**config.mk**
```make
export PLATFORM = sky130hd
export DESIGN_NAME = aurora_rx_lane_init
export DESIGN_NICKNAME = d
export VERILOG_FILES = /design/src/rtl/aurora_pkg.sv /design/src/rtl/aurora_rx_err_bucket.sv /design/src/rtl/aurora_rx_lane_init.sv
export SDC_FILE = /design/constraint.sdc
export NUM_CORES = 1
export LEC_CHECK = 0
export ABC_AREA = 1
export ABC_CLOCK_PERIOD_IN_PS = 2100
export BUFFER_PORTS_ARGS = -buffer_cell sky130_fd_sc_hd__buf_2
export CAP_MARGIN = 10
export CORE_ASPECT_RATIO = 0.7
export CORE_MARGIN = 2
export CORE_UTILIZATION = 39
export DETAILED_ROUTE_END_ITERATION = 8
export PLACE_DENSITY = 0.65
export SYNTH_ARGS = -nofsm -noshare
export SYNTH_HDL_FRONTEND = slang
export SYNTH_SLANG_ARGS = --single-unit
```
**constraint.sdc**
```tcl
create_clock -name clk -period 2.1 [get_ports clk]
set_clock_uncertainty 0.1 [all_clocks]
set_input_delay 0.42 -clock clk [delete_from_list [all_inputs] [get_ports clk]]
set_output_delay 0.42 -clock clk [all_outputs]
set_load 0.05 [all_outputs]
```
**src/rtl/aurora_pkg.sv**
```systemverilog
// aurora_pkg
// Shared definitions for the Aurora lane logic: K-code byte values and the
// receive-side lane initialization state encoding.
package aurora_pkg;

   // K-code byte values (sym_ctrl = 1)
   localparam logic [7:0] K_COMMA = 8'hBC;  // /K/ comma, used for alignment
   localparam logic [7:0] K_R     = 8'h1C;  // /R/ idle
   localparam logic [7:0] K_A     = 8'h7C;  // /A/ idle
   localparam logic [7:0] K_VER   = 8'hF7;  // /V/ verification symbol

   typedef enum logic [1:0] {
      ST_RESET  = 2'd0,
      ST_ALIGN  = 2'd1,
      ST_VERIFY = 2'd2,
      ST_READY  = 2'd3
   } rx_init_state_e;

   // True for the K-codes that may appear as idle fill during verification.
   function automatic logic is_idle_k(input logic [7:0] data);
      return (data == K_COMMA) || (data == K_R) || (data == K_A);
   endfunction

endpackage

```
**src/rtl/aurora_rx_err_bucket.sv**
```systemverilog
// aurora_rx_err_bucket
// Saturating leaky error bucket. Each err adds one; every LEAK_PERIOD-th tick
// removes one (if non-zero). An error on the leak tick nets to no change.
// Ports:
//   clk, rst   : clock, synchronous active-high reset
//   clear      : zero the bucket and the leak counter on this edge
//   tick       : a valid symbol was seen (advances the leak counter)
//   err        : an error symbol was seen (only asserted together with tick)
//   limit_hit  : combinational; this symbol brings the bucket to ERR_LIMIT.
//                Independent of clear so the caller may feed it back into clear.
module aurora_rx_err_bucket
   import aurora_pkg::*;
#(
   parameter int ERR_LIMIT   = 8,
   parameter int LEAK_PERIOD = 256
) (
   input  logic clk,
   input  logic rst,
   input  logic clear,
   input  logic tick,
   input  logic err,
   output logic limit_hit
);

   localparam int BW = $clog2(ERR_LIMIT + 1);
   localparam int LW = (LEAK_PERIOD > 1) ? $clog2(LEAK_PERIOD) : 1;
   localparam logic [BW-1:0] LIMIT     = BW'(ERR_LIMIT);
   localparam logic [BW-1:0] LIMIT_M1  = BW'(ERR_LIMIT - 1);
   localparam logic [LW-1:0] LEAK_LAST = LW'(LEAK_PERIOD - 1);

   logic [BW-1:0] bucket_q, bucket_d;
   logic [LW-1:0] leak_cnt_q, leak_cnt_d;
   logic          leak, inc, dec;

   // Kept apart from the next-state block so limit_hit never depends on clear.
   always_comb begin
      leak      = tick & (leak_cnt_q == LEAK_LAST);
      inc       = err & ~leak & (bucket_q != LIMIT);
      dec       = leak & ~err & (bucket_q != '0);
      limit_hit = inc & (bucket_q == LIMIT_M1);
   end

   always_comb begin
      bucket_d   = bucket_q;
      leak_cnt_d = leak_cnt_q;
      if (clear) begin
         bucket_d   = '0;
         leak_cnt_d = '0;
      end else begin
         if (tick) begin
            leak_cnt_d = leak ? '0 : leak_cnt_q + LW'(1);
         end
         if (inc) begin
            bucket_d = bucket_q + BW'(1);
         end else if (dec) begin
            bucket_d = bucket_q - BW'(1);
         end
      end
   end

   always_ff @(posedge clk) begin
      if (rst) begin
         bucket_q   <= '0;
         leak_cnt_q <= '0;
      end else begin
         bucket_q   <= bucket_d;
         leak_cnt_q <= leak_cnt_d;
      end
   end

endmodule

```
**src/rtl/aurora_rx_lane_init.sv**
```systemverilog
// aurora_rx_lane_init
// Per-lane receive initialization and error monitor. Walks RESET -> ALIGN ->
// VERIFY -> READY from decoded 8b/10b symbols, reports aligned/verified status,
// forwards payload bytes once READY, and drops the lane back to RESET when the
// leaky error bucket fills.
// Ports:
//   clk, rst                        : clock, synchronous active-high reset
//   sym_valid/ctrl/data[7:0]/err    : decoded symbol from the lane decoder
//   rx_aligned, rx_verified         : registered lane status
//   rx_reset_req                    : one-cycle pulse on error-driven lane reset
//   data_valid, data_out[7:0]       : forwarded payload byte (1-cycle latency)
module aurora_rx_lane_init
   import aurora_pkg::*;
#(
   parameter int RESET_CYCLES = 8,
   parameter int ALIGN_COUNT  = 4,
   parameter int VERIFY_COUNT = 64,
   parameter int ERR_LIMIT    = 8,
   parameter int LEAK_PERIOD  = 256
) (
   input  logic       clk,
   input  logic       rst,
   input  logic       sym_valid,
   input  logic       sym_ctrl,
   input  logic [7:0] sym_data,
   input  logic       sym_err,
   output logic       rx_aligned,
   output logic       rx_verified,
   output logic       rx_reset_req,
   output logic       data_valid,
   output logic [7:0] data_out
);

   localparam int RW = (RESET_CYCLES > 1) ? $clog2(RESET_CYCLES) : 1;
   localparam int AW = $clog2(ALIGN_COUNT + 1);
   localparam int VW = $clog2(VERIFY_COUNT + 1);
   localparam logic [RW-1:0] RST_LAST   = RW'(RESET_CYCLES - 1);
   localparam logic [AW-1:0] ALIGN_LAST = AW'(ALIGN_COUNT - 1);
   localparam logic [VW-1:0] VER_LAST   = VW'(VERIFY_COUNT - 1);

   rx_init_state_e state_q, state_d;
   logic [RW-1:0]  reset_cnt_q, reset_cnt_d;
   logic [AW-1:0]  align_cnt_q, align_cnt_d;
   logic [VW-1:0]  verify_cnt_q, verify_cnt_d;
   logic           rx_aligned_q, rx_aligned_d;
   logic           rx_verified_q, rx_verified_d;
   logic           rx_reset_req_q, rx_reset_req_d;
   logic           data_valid_q, data_valid_d;
   logic [7:0]     data_out_q, data_out_d;

   logic good_sym, err_sym, good_k, good_v, active, ver_done;
   logic bucket_err, bucket_clear, limit_hit;

   assign good_sym = sym_valid & ~sym_err;
   assign err_sym  = sym_valid & sym_err;
   assign good_k   = good_sym & sym_ctrl & (sym_data == K_COMMA);
   assign good_v   = good_sym & sym_ctrl & (sym_data == K_VER);
   assign active   = (state_q == ST_VERIFY) || (state_q == ST_READY);
   assign ver_done = (state_q == ST_VERIFY) & good_v & (verify_cnt_q == VER_LAST);

   // While verifying, anything but /V/ or idle K-codes counts against the lane;
   // once ready only real code errors do.
   always_comb begin
      bucket_err = 1'b0;
      if (state_q == ST_VERIFY) begin
         bucket_err = err_sym |
                      (good_sym & (~sym_ctrl | ~(is_idle_k(sym_data) | (sym_data == K_VER))));
      end else if (state_q == ST_READY) begin
         bucket_err = err_sym;
      end
   end

   // Bucket only runs in VERIFY/READY and restarts fresh on READY entry and on
   // an error-driven lane reset.
   assign bucket_clear = ~active | ver_done | limit_hit;

   aurora_rx_err_bucket #(
      .ERR_LIMIT   (ERR_LIMIT),
      .LEAK_PERIOD (LEAK_PERIOD)
   ) u_err_bucket (
      .clk       (clk),
      .rst       (rst),
      .clear     (bucket_clear),
      .tick      (sym_valid & active),
      .err       (bucket_err),
      .limit_hit (limit_hit)
   );

   always_comb begin
      state_d        = state_q;
      reset_cnt_d    = reset_cnt_q;
      align_cnt_d    = align_cnt_q;
      verify_cnt_d   = verify_cnt_q;
      rx_reset_req_d = 1'b0;
      data_valid_d   = 1'b0;
      data_out_d     = data_out_q;

      case (state_q)
         ST_RESET: begin
            if (reset_cnt_q == RST_LAST) begin
               state_d     = ST_ALIGN;
               reset_cnt_d = '0;
            end else begin
               reset_cnt_d = reset_cnt_q + RW'(1);
            end
         end
         ST_ALIGN: begin
            if (err_sym) begin
               align_cnt_d = '0;
            end else if (good_k) begin
               if (align_cnt_q == ALIGN_LAST) begin
                  state_d     = ST_VERIFY;
                  align_cnt_d = '0;
               end else begin
                  align_cnt_d = align_cnt_q + AW'(1);
               end
            end
         end
         ST_VERIFY: begin
            if (limit_hit) begin
               state_d        = ST_RESET;
               verify_cnt_d   = '0;
               rx_reset_req_d = 1'b1;
            end else if (good_v) begin
               if (ver_done) begin
                  state_d      = ST_READY;
                  verify_cnt_d = '0;
               end else begin
                  verify_cnt_d = verify_cnt_q + VW'(1);
               end
            end
         end
         ST_READY: begin
            if (limit_hit) begin
               state_d        = ST_RESET;
               rx_reset_req_d = 1'b1;
            end else if (good_sym & ~sym_ctrl) begin
               data_valid_d = 1'b1;
               data_out_d   = sym_data;
            end
         end
         default: state_d = ST_RESET;
      endcase

      rx_aligned_d  = (state_d == ST_VERIFY) || (state_d == ST_READY);
      rx_verified_d = (state_d == ST_READY);
   end

   always_ff @(posedge clk) begin
      if (rst) begin
         state_q        <= ST_RESET;
         reset_cnt_q    <= '0;
         align_cnt_q    <= '0;
         verify_cnt_q   <= '0;
         rx_aligned_q   <= 1'b0;
         rx_verified_q  <= 1'b0;
         rx_reset_req_q <= 1'b0;
         data_valid_q   <= 1'b0;
         data_out_q     <= 8'h00;
      end else begin
         state_q        <= state_d;
         reset_cnt_q    <= reset_cnt_d;
         align_cnt_q    <= align_cnt_d;
         verify_cnt_q   <= verify_cnt_d;
         rx_aligned_q   <= rx_aligned_d;
         rx_verified_q  <= rx_verified_d;
         rx_reset_req_q <= rx_reset_req_d;
         data_valid_q   <= data_valid_d;
         data_out_q     <= data_out_d;
      end
   end

   assign rx_aligned   = rx_aligned_q;
   assign rx_verified  = rx_verified_q;
   assign rx_reset_req = rx_reset_req_q;
   assign data_valid   = data_valid_q;
   assign data_out     = data_out_q;

endmodule
```
-- Word-level counts from Yosys, hierarchy flattened
Index checks and enable logic that the tools add are counted.
- flip-flop bits (word level): 39
- output and inout port bits: 12
- add/sub/neg operators: 6
- equality and inequality tests: 15
- mux-type cells: 23
- bitwise gates (word level): 30
- reduce and logical (&&, ||, !) cells: 16
- operators with widths (operator ; number):
    $eq A8 B8 Y1 const B ; 3
    $mux W7 ; 3
    $and A1 B1 Y1 ; 16
    $mux W2 ; 8
    $mux W3 ; 4
    $not A1 Y1 ; 9
    $add A8 B1 Y8 const B ; 1
    $eq A2 B2 Y1 const B ; 4
    $eq A8 B5 Y1 const B ; 1
    $eq A8 B7 Y1 const B ; 1
    $mux W4 ; 2
    $mux W8 ; 1
    $pmux W2 S4 ; 1
    $add A7 B1 Y7 const B ; 1
    $eq A7 B6 Y1 const B ; 1
    $add A3 B1 Y3 const B ; 2
    $reduce_bool A2 Y1 ; 3
    $reduce_or A2 Y1 ; 3
    $or A1 B1 Y1 ; 5
    $add A4 B1 Y4 const B ; 1
    $eq A4 B3 Y1 const B ; 1
    $logic_or A1 B1 Y1 ; 4
    $mux W1 ; 4
    $ne A4 B4 Y1 const B ; 1
    other kinds (9) ; 10

-- Longest topological paths before layout
Gate-level depths: netlist of the first run.
- depth in word-level cells: 16
- mapped depth: 18
- gate-level depth less buffers: 18

-- By module
From an unflattened synthesis of the first run, not the netlist that was laid out.
- cells, all modules: 309
- area total of the unflattened synthesis: 2144.6 µm²
- by module, submodules not included (module ; times used ; cells an instance ; area each (µm²)):
    aurora_rx_lane_init ; 1 ; 213 ; 1442.6
    aurora_rx_err_bucket ; 1 ; 96 ; 701.9

-- Worst setup path after synthesis of the first run
OpenSTA, ideal clock, no wires.
- kind: register to register
- from: register state_q[1]
- to: register u_err_bucket.bucket_q[3]
- setup time: 115 ps
- arrival: 2509 ps
- slack: -624 ps
- cell stages (with the launch flop): 17
- buffers on the path: 0
- clock period less this slack: 2724 ps
- path through: dfxtp_1 > inv_2 > nor2_2 > inv_1 > nor2_1 > nand2_1 > nand2_1 > nand2_1 > ha_1 > nand2_1 > nand2_1 > a31oi_1 > inv_1 > o21ai_0 > nand3_1 > nand2_1 > nor2_1
- cells in the longest elaborated chain, start to end: 10
- elaborated cells between the ends (all ways): 22
- those cells by class: eq/ne: 2; mux: 3; bitwise: 14; reduce/logical: 3
- RTL lines (what ; RTL line ; source):
    start, declared ; aurora_rx_lane_init.sv:41 ; rx_init_state_e state_q, state_d;
    start signal, assigned ; aurora_rx_lane_init.sv:161 ; state_q <= state_d;
    $eq A2 B2 Y1 (on tied branches) ; n/a ;
    $logic_or A1 B1 Y1 ; aurora_rx_lane_init.sv:58 ; assign active = (state_q == ST_VERIFY) || (state_q == ST_READY);
    $and A1 B1 Y1 ; aurora_rx_lane_init.sv:84 ; .tick (sym_valid & active),
    $and A1 B1 Y1 ; aurora_rx_err_bucket.sv:37 ; leak = tick & (leak_cnt_q == LEAK_LAST);
    $not A1 Y1 ; aurora_rx_err_bucket.sv:38 ; inc = err & ~leak & (bucket_q != LIMIT);
    $and A1 B1 Y1 (2 in a row) ; aurora_rx_err_bucket.sv:38 ;
    $and A1 B1 Y1 ; aurora_rx_err_bucket.sv:40 ; limit_hit = inc & (bucket_q == LIMIT_M1);
    $or A1 B1 Y1 ; aurora_rx_lane_init.sv:75 ; assign bucket_clear = ~active | ver_done | limit_hit;
    $reduce_or A2 Y1 (no line) ; n/a ;
    end signal, assigned ; aurora_rx_err_bucket.sv:66 ; bucket_q <= bucket_d;
    end, declared ; aurora_rx_err_bucket.sv:31 ; logic [BW-1:0] bucket_q, bucket_d;
Parallel ways exist; a longest one is shown, timed or not.
A chain may end at the register's enable or synchronous reset.

-- Worst setup path in the final report of the first run
- from: register u_err_bucket.leak_cnt_q[1]
- to: register u_err_bucket.bucket_q[3]
- cells in the longest elaborated chain, start to end: 8
- elaborated cells between the ends (all ways): 12
- those cells by class: eq/ne: 1; mux: 1; bitwise: 8; reduce/logical: 2
- RTL lines (what ; RTL line ; source):
    start, declared ; aurora_rx_err_bucket.sv:32 ; logic [LW-1:0] leak_cnt_q, leak_cnt_d;
    start signal, assigned ; aurora_rx_err_bucket.sv:67 ; leak_cnt_q <= leak_cnt_d;
    $eq A8 B8 Y1 * ; aurora_rx_err_bucket.sv:37 ;
    $and A1 B1 Y1 * ; aurora_rx_err_bucket.sv:37 ;
    $not A1 Y1 ; aurora_rx_err_bucket.sv:38 ;
    $and A1 B1 Y1 (2 in a row) ; aurora_rx_err_bucket.sv:38 ;
    $and A1 B1 Y1 ; aurora_rx_err_bucket.sv:40 ;
    $or A1 B1 Y1 ; aurora_rx_lane_init.sv:75 ;
    $reduce_or A2 Y1 (no line) ; n/a ;
Mark *: on every way between the ends. The rest lies on a longest branch, timed or not.

==> summary.md, run 1 <==
| Metric | Value |
|---|---|
| Total stage count of the critical path | `16` |
| Final hold viol count | `0` |
| Internal power of the cells | `1.11 mW` |
| Post-synthesis xor/xnor area fraction | `2.51%` |
| P&R area growth vs syn | `30.3%` |
| WL per Instance | `10.6 µm` |
| Number of remaining DRC errors | `0` |
| Area of placed instances | `2560 µm²` |
| Reg-to-reg setup timing slack | `60 ps` |
| Clock latency at the later pin of the worst-skew pair | `290 ps` |
| RD Place Congestion | `0.865` |
| Worst r2r path cells | `16` |
| Most used flip-flop cell after synthesis | `sky130_fd_sc_hd__dfxtp_1` |
| Multiplexer share of the synthesized area | `0%` |
| Transition time of the tightest slew-check pin | `495 ps` |
| End of the worst register-to-register path | `u_err_bucket.bucket_q[3]` |
| Min-delay src | `sym_data[3]` |
| Total of warnings raised by yosys | `0` |
| Iteration count of the initial detailed-routing pass | `4` |
| Register share of total power | `51.7%` |
| Share of post-route cells with drive strength above 1 | `25.3%` |
| Hold path depth | `3` |
| Worst hold slack | `347 ps` |
| Synthesized area per cell | `6.79 µm²` |
| Worst vdd ir | `0.276 mV` |
| Number of synthesized flops with an enable pin | `0` |
| Die outline width | `91.5 µm` |
| Wire length of the first global-routing pass | `7960 µm` |
| Synthesized-area fraction occupied by and/or/nand/nor cells | `36.4%` |
| Largest stage delay, worst path | `360 ps` |
| Per-cell via count in the routed design | `4.69` |
| Place WS | `-198 ps` |
| Largest area contributor in the synthesized netlist | `sky130_fd_sc_hd__dfxtp_1` |
| Yosys cell types | `31` |
| Dominant combinational cell family by area after synthesis | `simple AND/OR/NAND/NOR gates` |
| Total global-route track usage | `16.7%` |
| Status | `completed` |
| Clock network fraction of total power | `43.0%` |
| Highest attainable clock frequency | `0.489 GHz` |
| Portion of synthesized cell area occupied by the leading cell type | `36.4%` |
| Cts bufs inserted | `5` |
| Violation count after the first detailed-routing iteration | `84` |
| Initial Util | `40.2%` |
| Most common cell in the netlist | `sky130_fd_sc_hd__nand2_1` |
| Die outline height | `65.3 µm` |
| Post-synthesis instance area | `2090 µm²` |
| Final Worst Setup Slack | `55.2 ps` |
| Post-layout power | `1.41 mW` |
| Number of nets produced by synthesis | `329` |
| Area share of fa/ha/maj cells after synthesis | `5.14%` |
| Final critical path time including I/O delays and setup | `2040 ps` |
| Clock H-tree levels | `2` |
| Count of pins on the block boundary | `25` |
| Initial antenna violation count | `0` |
| Post-route fraction of the period consumed by the critical path | `97.4%` |
| Hold/Removal Path Class | `primary input to register` |
| Vias in the first global route | `1845` |
| Relative slew slack | `66.7%` |
| Portion of the post-synthesis area used by sequential elements | `36.4%` |
| Leakage | `1.28 nW` |
| Total power per unit cell area | `517 nW/µm²` |
| Data required time of the critical path | `2190 ps` |
| HPWL after detailed placement | `3570 µm` |
| Maximum number of pins on one net before global-route repair | `17` |
| ANT nets after route | `0` |
| IO buf count | `24` |
| Cell at the root of the clock tree | `sky130_fd_sc_hd__clkbuf_8` |
| Area of the die | `5980 µm²` |
| Maximum capacitance violations | `0` |
| Top cells by instance count after synthesis | `sky130_fd_sc_hd__nand2_1 (71), sky130_fd_sc_hd__nor2_1 (48), sky130_fd_sc_hd__inv_1 (42)` |
| Fin nets | `388` |
| Fraction of registers with async set/reset | `0%` |
| Buf+Inv Stages, Crit Path | `2` |
| Final instance area | `2730 µm²` |
| Critical Path Start Type | `register` |
| Worst reg2reg path startpoint | `u_err_bucket.leak_cnt_q[1]` |
| CP cell instances | `ha_4 > nand4_4 > nor2_4 > nand2_4 > nand2_2 > inv_2 > nand2_4 > ha_4 > nand2_2 > nand2_2 > a31oi_4 > inv_2 > o21ai_2 > nand3_1 > nand2_1 > nor2_1` |
| Number of cell rows | `22` |
| Hold path endpoint | `data_out[3]` |
| Setup Crit Path Kind | `register to register` |
| Fraction of the core area covered by cells at the end of the flow | `52.4%` |
| CP Capture Type | `register` |
| CP most frequent cell | `sky130_fd_sc_hd__nand2_2` |
| Number of sinks on the clock net | `38` |
| Total of endpoints with negative setup slack in the final report | `0` |
| Endpoint arrival time on the critical path | `2130 ps` |
| Unrepaired setup endpoints after global routing | `yes` |
| Number of storage elements in the synthesis netlist | `38` |
| Total wire length after detailed routing | `4680 µm` |
| Total number of vias | `2062` |
| Critical path peak fanout | `4` |
| Clock Tree Buf Depth | `2` |
| Switching Share | `21.6%` |
| GRT Residual Overflow | `0` |
| Clock edge transition at the registers on the reported setup and hold paths | `80 ps` |
| Cell with the biggest individual delay on the critical path | `sky130_fd_sc_hd__dfxtp_2` |
| Compound-gate portion of the synthesized area | `9.27%` |
| # hold bufs at CTS | `0` |
| Combinational share of power | `5.3%` |
| Leading cell types by total area after synthesis | `sky130_fd_sc_hd__dfxtp_1 (36%), sky130_fd_sc_hd__nand2_1 (13%), sky130_fd_sc_hd__nor2_1 (8.6%), sky130_fd_sc_hd__inv_1 (7.5%), sky130_fd_sc_hd__a21oi_1 (4.5%)` |
| Placeable core region | `5200 µm²` |
| Dominant delay contributor by cell family on the critical path | `simple AND/OR/NAND/NOR gates` |
| Net switching power | `0.304 mW` |
| Gate count after technology mapping | `308` |
| Final Max Slew Viols | `0` |
| Diode insertion count for antenna repair | `0` |
| CTS tree | `done` |
metal layers:
layer	GRT usage [%]	vias to the layer above	part of all wire, %
li1	-	1108	-
met1	23.6	920	54
met2	25.1	32	41
met3	4.24	2	4.2
met4	4.92	0	0.53
met5	0	-	0
stage by stage:
| stage | std cells | TNS [ps] |
|---|---|---|
| after floorplan | 308 | -28.3 |
| after global placement | 430 | -189 |
| after detailed placement | 430 | -293 |
| after CTS | 439 | 0 |
| after global routing | 440 | -92.4 |
| final | 440 | 0 |
worst max-delay path by stage:
stage	startpoint	to	slack, ps
finish	u_err_bucket.leak_cnt_q[1]	u_err_bucket.bucket_q[3]	60
floorplan	state_q[1]	u_err_bucket.bucket_q[3]	-30
global route	u_err_bucket.leak_cnt_q[1]	u_err_bucket.bucket_q[3]	-90
global placement	sym_data[4]	u_err_bucket.bucket_q[3]	-140
detailed placement	sym_data[6]	u_err_bucket.bucket_q[3]	-200
CTS	u_err_bucket.leak_cnt_q[1]	u_err_bucket.bucket_q[3]	5
flip-flops by register name, summed over array words and instances (netlist names):
register and count:
align_cnt_q 3, data_out 8, data_valid 1, reset_cnt_q 3, rx_reset_req 1, rx_verified 1, state_q 2, u_err_bucket.bucket_q 4
u_err_bucket.leak_cnt_q 8, verify_cnt_q 7
placed cells by master, fill, tap and decap left out, types with 2 or more instances in the layout:
master | synthesis | final
sky130_fd_sc_hd__dfxtp_1 | 38 | 35
sky130_fd_sc_hd__dfxtp_2 | 0 | 2
sky130_fd_sc_hd__ha_4 | 0 | 2
sky130_fd_sc_hd__xor2_1 | 6 | 6
sky130_fd_sc_hd__clkbuf_8 | 0 | 5
sky130_fd_sc_hd__nand2_1 | 71 | 66
sky130_fd_sc_hd__nor2_2 | 2 | 3
sky130_fd_sc_hd__buf_2 | 1 | 24
sky130_fd_sc_hd__nor2_4 | 1 | 2
sky130_fd_sc_hd__inv_1 | 42 | 41
sky130_fd_sc_hd__nand3_1 | 17 | 17
sky130_fd_sc_hd__buf_4 | 0 | 33
sky130_fd_sc_hd__nand2_4 | 2 | 3
sky130_fd_sc_hd__a211oi_1 | 4 | 4
sky130_fd_sc_hd__nor2_1 | 48 | 46
sky130_fd_sc_hd__nor4_1 | 2 | 2
sky130_fd_sc_hd__o21ai_0 | 11 | 10
sky130_fd_sc_hd__nand2_2 | 1 | 5
sky130_fd_sc_hd__ha_1 | 7 | 5
sky130_fd_sc_hd__a21oi_1 | 19 | 19
sky130_fd_sc_hd__clkinv_2 | 1 | 2
sky130_fd_sc_hd__inv_2 | 2 | 3
sky130_fd_sc_hd__nand4_1 | 13 | 13
sky130_fd_sc_hd__nor3_1 | 7 | 7
power by group through the flow:
stage / logic [mW] / registers [mW] / clock network [mW]
5_1_grt: 0.0858 / 0.728 / 0.654
2_1_floorplan: 0.0359 / 0.744 / 0
4_1_cts: 0.0732 / 0.728 / 0.627
3_5_place_dp: 0.0732 / 0.745 / 0
3_3_place_gp: 0.0715 / 0.745 / 0
6_report: 0.0747 / 0.728 / 0.606
logic make-up after synthesis:
logic type | count (synthesis)
flip-flops | 38
AND/OR/NAND/NOR | 168
adder cells (fa/ha/maj) | 8
AO/OA/AOI/OAI | 36
buffers and inverters | 52
XOR/XNOR | 6
worst register-to-register path, stage by stage, from the launching register on:
cell                      delay, ps
sky130_fd_sc_hd__dfxtp_2        360
sky130_fd_sc_hd__ha_4           150
sky130_fd_sc_hd__nand4_4        110
sky130_fd_sc_hd__nor2_4         160
sky130_fd_sc_hd__nand2_4         60
sky130_fd_sc_hd__nand2_2         60
sky130_fd_sc_hd__inv_2           50
sky130_fd_sc_hd__nand2_4         80
sky130_fd_sc_hd__ha_4           220
sky130_fd_sc_hd__nand2_2         60
sky130_fd_sc_hd__nand2_2         60
sky130_fd_sc_hd__a31oi_4        160
sky130_fd_sc_hd__inv_2           50
sky130_fd_sc_hd__o21ai_2        120
sky130_fd_sc_hd__nand3_1         80
sky130_fd_sc_hd__nand2_1         60
sky130_fd_sc_hd__nor2_1          30
cell type report:
cell class	count	area, µm²
fillers	509	2480
multi-input cells	218	1190
flip-flops and latches	38	767
repair buffers	58	388
inverters	46	178
well taps	72	90.1
clock buffers	5	68.8
clock inverters	3	40.0
repair_timing:
item | CTS | global route
pin swaps | 2 | 1
hold endpoints to repair | 0 | 0
gates resized for setup | 2 | 11
buffers inserted | 1 | 1
endpoints found under the setup margin | 1 | 4
(Power assumes the default switching activity.)
==> inputs of run 2 (changes only) <==
--- a/config.mk
+++ b/config.mk
@@ -13,7 +13,7 @@
 export CORE_MARGIN = 2
 export CORE_UTILIZATION = 39
 export DETAILED_ROUTE_END_ITERATION = 8
-export PLACE_DENSITY = 0.65
+export HOLD_SLACK_MARGIN = 0.12
 export SYNTH_ARGS = -nofsm -noshare
 export SYNTH_HDL_FRONTEND = slang
 export SYNTH_SLANG_ARGS = --single-unit
==> summary.md, run 2 (synthesis results as in run 1) <==
| Metric | Value |
|---|---|
| Status | `completed (unchanged)` |
| IO buf count | `24 (unchanged)` |
| HPWL after detailed placement | `3680 µm (was 3570 µm)` |
| Cell with the biggest individual delay on the critical path | `sky130_fd_sc_hd__dfxtp_4 (was sky130_fd_sc_hd__dfxtp_2)` |
| Diode insertion count for antenna repair | `0 (unchanged)` |
| Crit. Startpoint | `state_q[1] (was u_err_bucket.leak_cnt_q[1])` |
| Total global-route track usage | `16.6% (was 16.7%)` |
| Critical path peak fanout | `7 (was 4)` |
| Hold/Removal Path Class | `primary input to register (unchanged)` |
| Leakage | `1.29 nW (was 1.28 nW)` |
| Iteration count of the initial detailed-routing pass | `5 (was 4)` |
| Clock Tree Buf Depth | `2 (unchanged)` |
| Die outline height | `65.3 µm (unchanged)` |
| Reg-to-reg setup timing slack | `6 ps (was 60 ps)` |
| CP cell instances | `nand2_4 > clkinv_4 > nand4_4 > nor2_4 > nand2_4 > nand2_2 > inv_2 > nand2_4 > ha_4 > nand2_2 > nand2_2 > a31oi_4 > inv_2 > o21ai_2 > nand3_1 > nand2_1 > nor2_1 (was ha_4 > nand4_4 > nor2_4 > nand2_4 > nand2_2 > inv_2 > nand2_4 > ha_4 > nand2_2 > nand2_2 > a31oi_4 > inv_2 > o21ai_2 > nand3_1 > nand2_1 > nor2_1)` |
| Hold path depth | `3 (unchanged)` |
| CTS tree | `done (unchanged)` |
| Total negative slack for setup checks | `0 ps (unchanged)` |
| Final hold viol count | `0 (unchanged)` |
| Area of the die | `5980 µm² (unchanged)` |
| Worst hold slack | `359 ps (was 347 ps)` |
| Dominant delay contributor by cell family on the critical path | `simple AND/OR/NAND/NOR gates (unchanged)` |
| Final instance area | `2730 µm² (about the same)` |
| Setup Crit Path Kind | `register to register (unchanged)` |
| Total stage count of the critical path | `17 (was 16)` |
| Critical Path Start Type | `register (unchanged)` |
| Total power per unit cell area | `474 nW/µm² (was 517 nW/µm²)` |
| GRT Residual Overflow | `0 (unchanged)` |
| Clock latency at the later pin of the worst-skew pair | `280 ps (was 290 ps)` |
| Count of pins on the block boundary | `25 (unchanged)` |
| Data required time of the critical path | `2180 ps (was 2190 ps)` |
| Number of cell rows | `22 (unchanged)` |
| WL per Instance | `10.8 µm (was 10.6 µm)` |
| Final Max Slew Viols | `0 (unchanged)` |
| Most common cell after layout, fill and taps aside | `sky130_fd_sc_hd__nand2_1 (unchanged)` |
| Fraction of the core area covered by cells at the end of the flow | `52.5% (was 52.4%)` |
| Area of placed instances | `2570 µm² (was 2560 µm²)` |
| Worst vdd ir | `0.422 mV (was 0.276 mV)` |
| Die outline width | `91.5 µm (unchanged)` |
| Final Non-Filler Cells | `443 (was 440)` |
| Worst reg2reg path startpoint | `state_q[1] (was u_err_bucket.leak_cnt_q[1])` |
| Fin nets | `392 (was 388)` |
| Timing endpoint of the critical path | `u_err_bucket.bucket_q[3] (unchanged)` |
| Total of endpoints with negative setup slack in the final report | `0 (unchanged)` |
| Relative slew slack | `66.1% (was 66.7%)` |
| Placeable core region | `5200 µm² (unchanged)` |
| Place WS | `-229 ps (was -198 ps)` |
| Clock H-tree levels | `2 (unchanged)` |
| Vias in the first global route | `1765 (was 1845)` |
| Number of sinks on the clock net | `38 (unchanged)` |
| Placed cell count | `432 (was 430)` |
| Transition time of the tightest slew-check pin | `504 ps (was 495 ps)` |
| Final Worst Setup Slack | `6.48 ps (was 55.2 ps)` |
| Initial Util | `40.2% (unchanged)` |
| Buf+Inv Stages, Crit Path | `3 (was 2)` |
| Cts bufs inserted | `5 (unchanged)` |
| Worst r2r path cells | `17 (was 16)` |
| Post-layout power | `1.30 mW (was 1.41 mW)` |
| Maximum number of pins on one net before global-route repair | `17 (unchanged)` |
| Post-route fraction of the period consumed by the critical path | `99.7% (was 97.4%)` |
| Total number of vias | `2068 (was 2062)` |
| Maximum capacitance violations | `0 (unchanged)` |
| Largest stage delay, worst path | `410 ps (was 360 ps)` |
| Wire length of the first global-routing pass | `7950 µm (was 7960 µm)` |
| ANT nets after route | `0 (unchanged)` |
| Number of remaining DRC errors | `0 (unchanged)` |
| P&R area growth vs syn | `30.6% (was 30.3%)` |
| Violation count after the first detailed-routing iteration | `88 (was 84)` |
| Cell at the root of the clock tree | `sky130_fd_sc_hd__clkbuf_8 (unchanged)` |
| Share of post-route cells with drive strength above 1 | `25.1% (was 25.3%)` |
| Per-cell via count in the routed design | `4.67 (was 4.69)` |
| End of the worst register-to-register path | `u_err_bucket.bucket_q[3] (unchanged)` |
| CP Capture Type | `register (unchanged)` |
| Total wire length after detailed routing | `4790 µm (was 4680 µm)` |
| Most frequent cells in the layout | `sky130_fd_sc_hd__nand2_1 (66), sky130_fd_sc_hd__nor2_1 (48), sky130_fd_sc_hd__inv_1 (41), sky130_fd_sc_hd__buf_4 (37), sky130_fd_sc_hd__dfxtp_1 (35) (was sky130_fd_sc_hd__nand2_1 (66), sky130_fd_sc_hd__nor2_1 (46), sky130_fd_sc_hd__inv_1 (41), sky130_fd_sc_hd__dfxtp_1 (35), sky130_fd_sc_hd__buf_4 (33))` |
| RD Place Congestion | `0.893 (was 0.865)` |
| Unrepaired setup endpoints after global routing | `yes (unchanged)` |
| Clock edge transition at the registers on the reported setup and hold paths | `70 ps (was 80 ps)` |
| Highest attainable clock frequency | `0.478 GHz (was 0.489 GHz)` |
| Final critical path time including I/O delays and setup | `2090 ps (was 2040 ps)` |
| Initial antenna violation count | `0 (unchanged)` |
| Endpoint arrival time on the critical path | `2170 ps (was 2130 ps)` |
run 2: area by class of cell:
type                    instances  area [µm²]
fillers                       520        2470
multi-input cells             218        1190
flip-flops and latches         38         769
repair buffers                 62         418
inverters                      46         178
well taps                      72        90.1
clock buffers                   7        86.3
run 2: report_power, final:
group	switching, mW	internal [mW]
combinational	0.0432	0.0331
clock	0.232	0.260
sequential	0.00352	0.723
total	0.279	1.02
run 2: per-layer routing:
layer / part of all wire (%) / global-route usage (%) / vias up
met5: 0 / 0 / -
met1: 55 / 25.0 / 911
met4: 0.67 / 2.84 / 0
li1: - / - / 1112
met2: 40 / 23.4 / 41
met3: 4.5 / 4.82 / 4
run 2: worst min path at each step:
| stage | from | end | slack, ps |
|---|---|---|---|
| global route | sym_data[3] | data_out[3] | 370 |
| global placement | data_out[3] | data_out[3] | 340 |
| detailed placement | data_out[3] | data_out[3] | 350 |
| finish | sym_data[3] | data_out[3] | 360 |
| CTS | sym_data[3] | data_out[3] | 350 |
| floorplan | align_cnt_q[2] | align_cnt_q[2] | 330 |
run 2: what timing repair did:
item / CTS / global route
setup buffers: 0 / 4
resized for setup: 5 / 7
setup endpoints to repair: 1 / 9
hold buffers: 0 / 0
pin swaps: 1 / 9
hold endpoints to repair: 0 / 0
run 2: worst min-delay path: cells and delay by family:
family	cells	cell delay (ps)
and+or+nand+nor	1	90
AOI/OAI and AO/OA	1	60
buffers and inverters	1	110
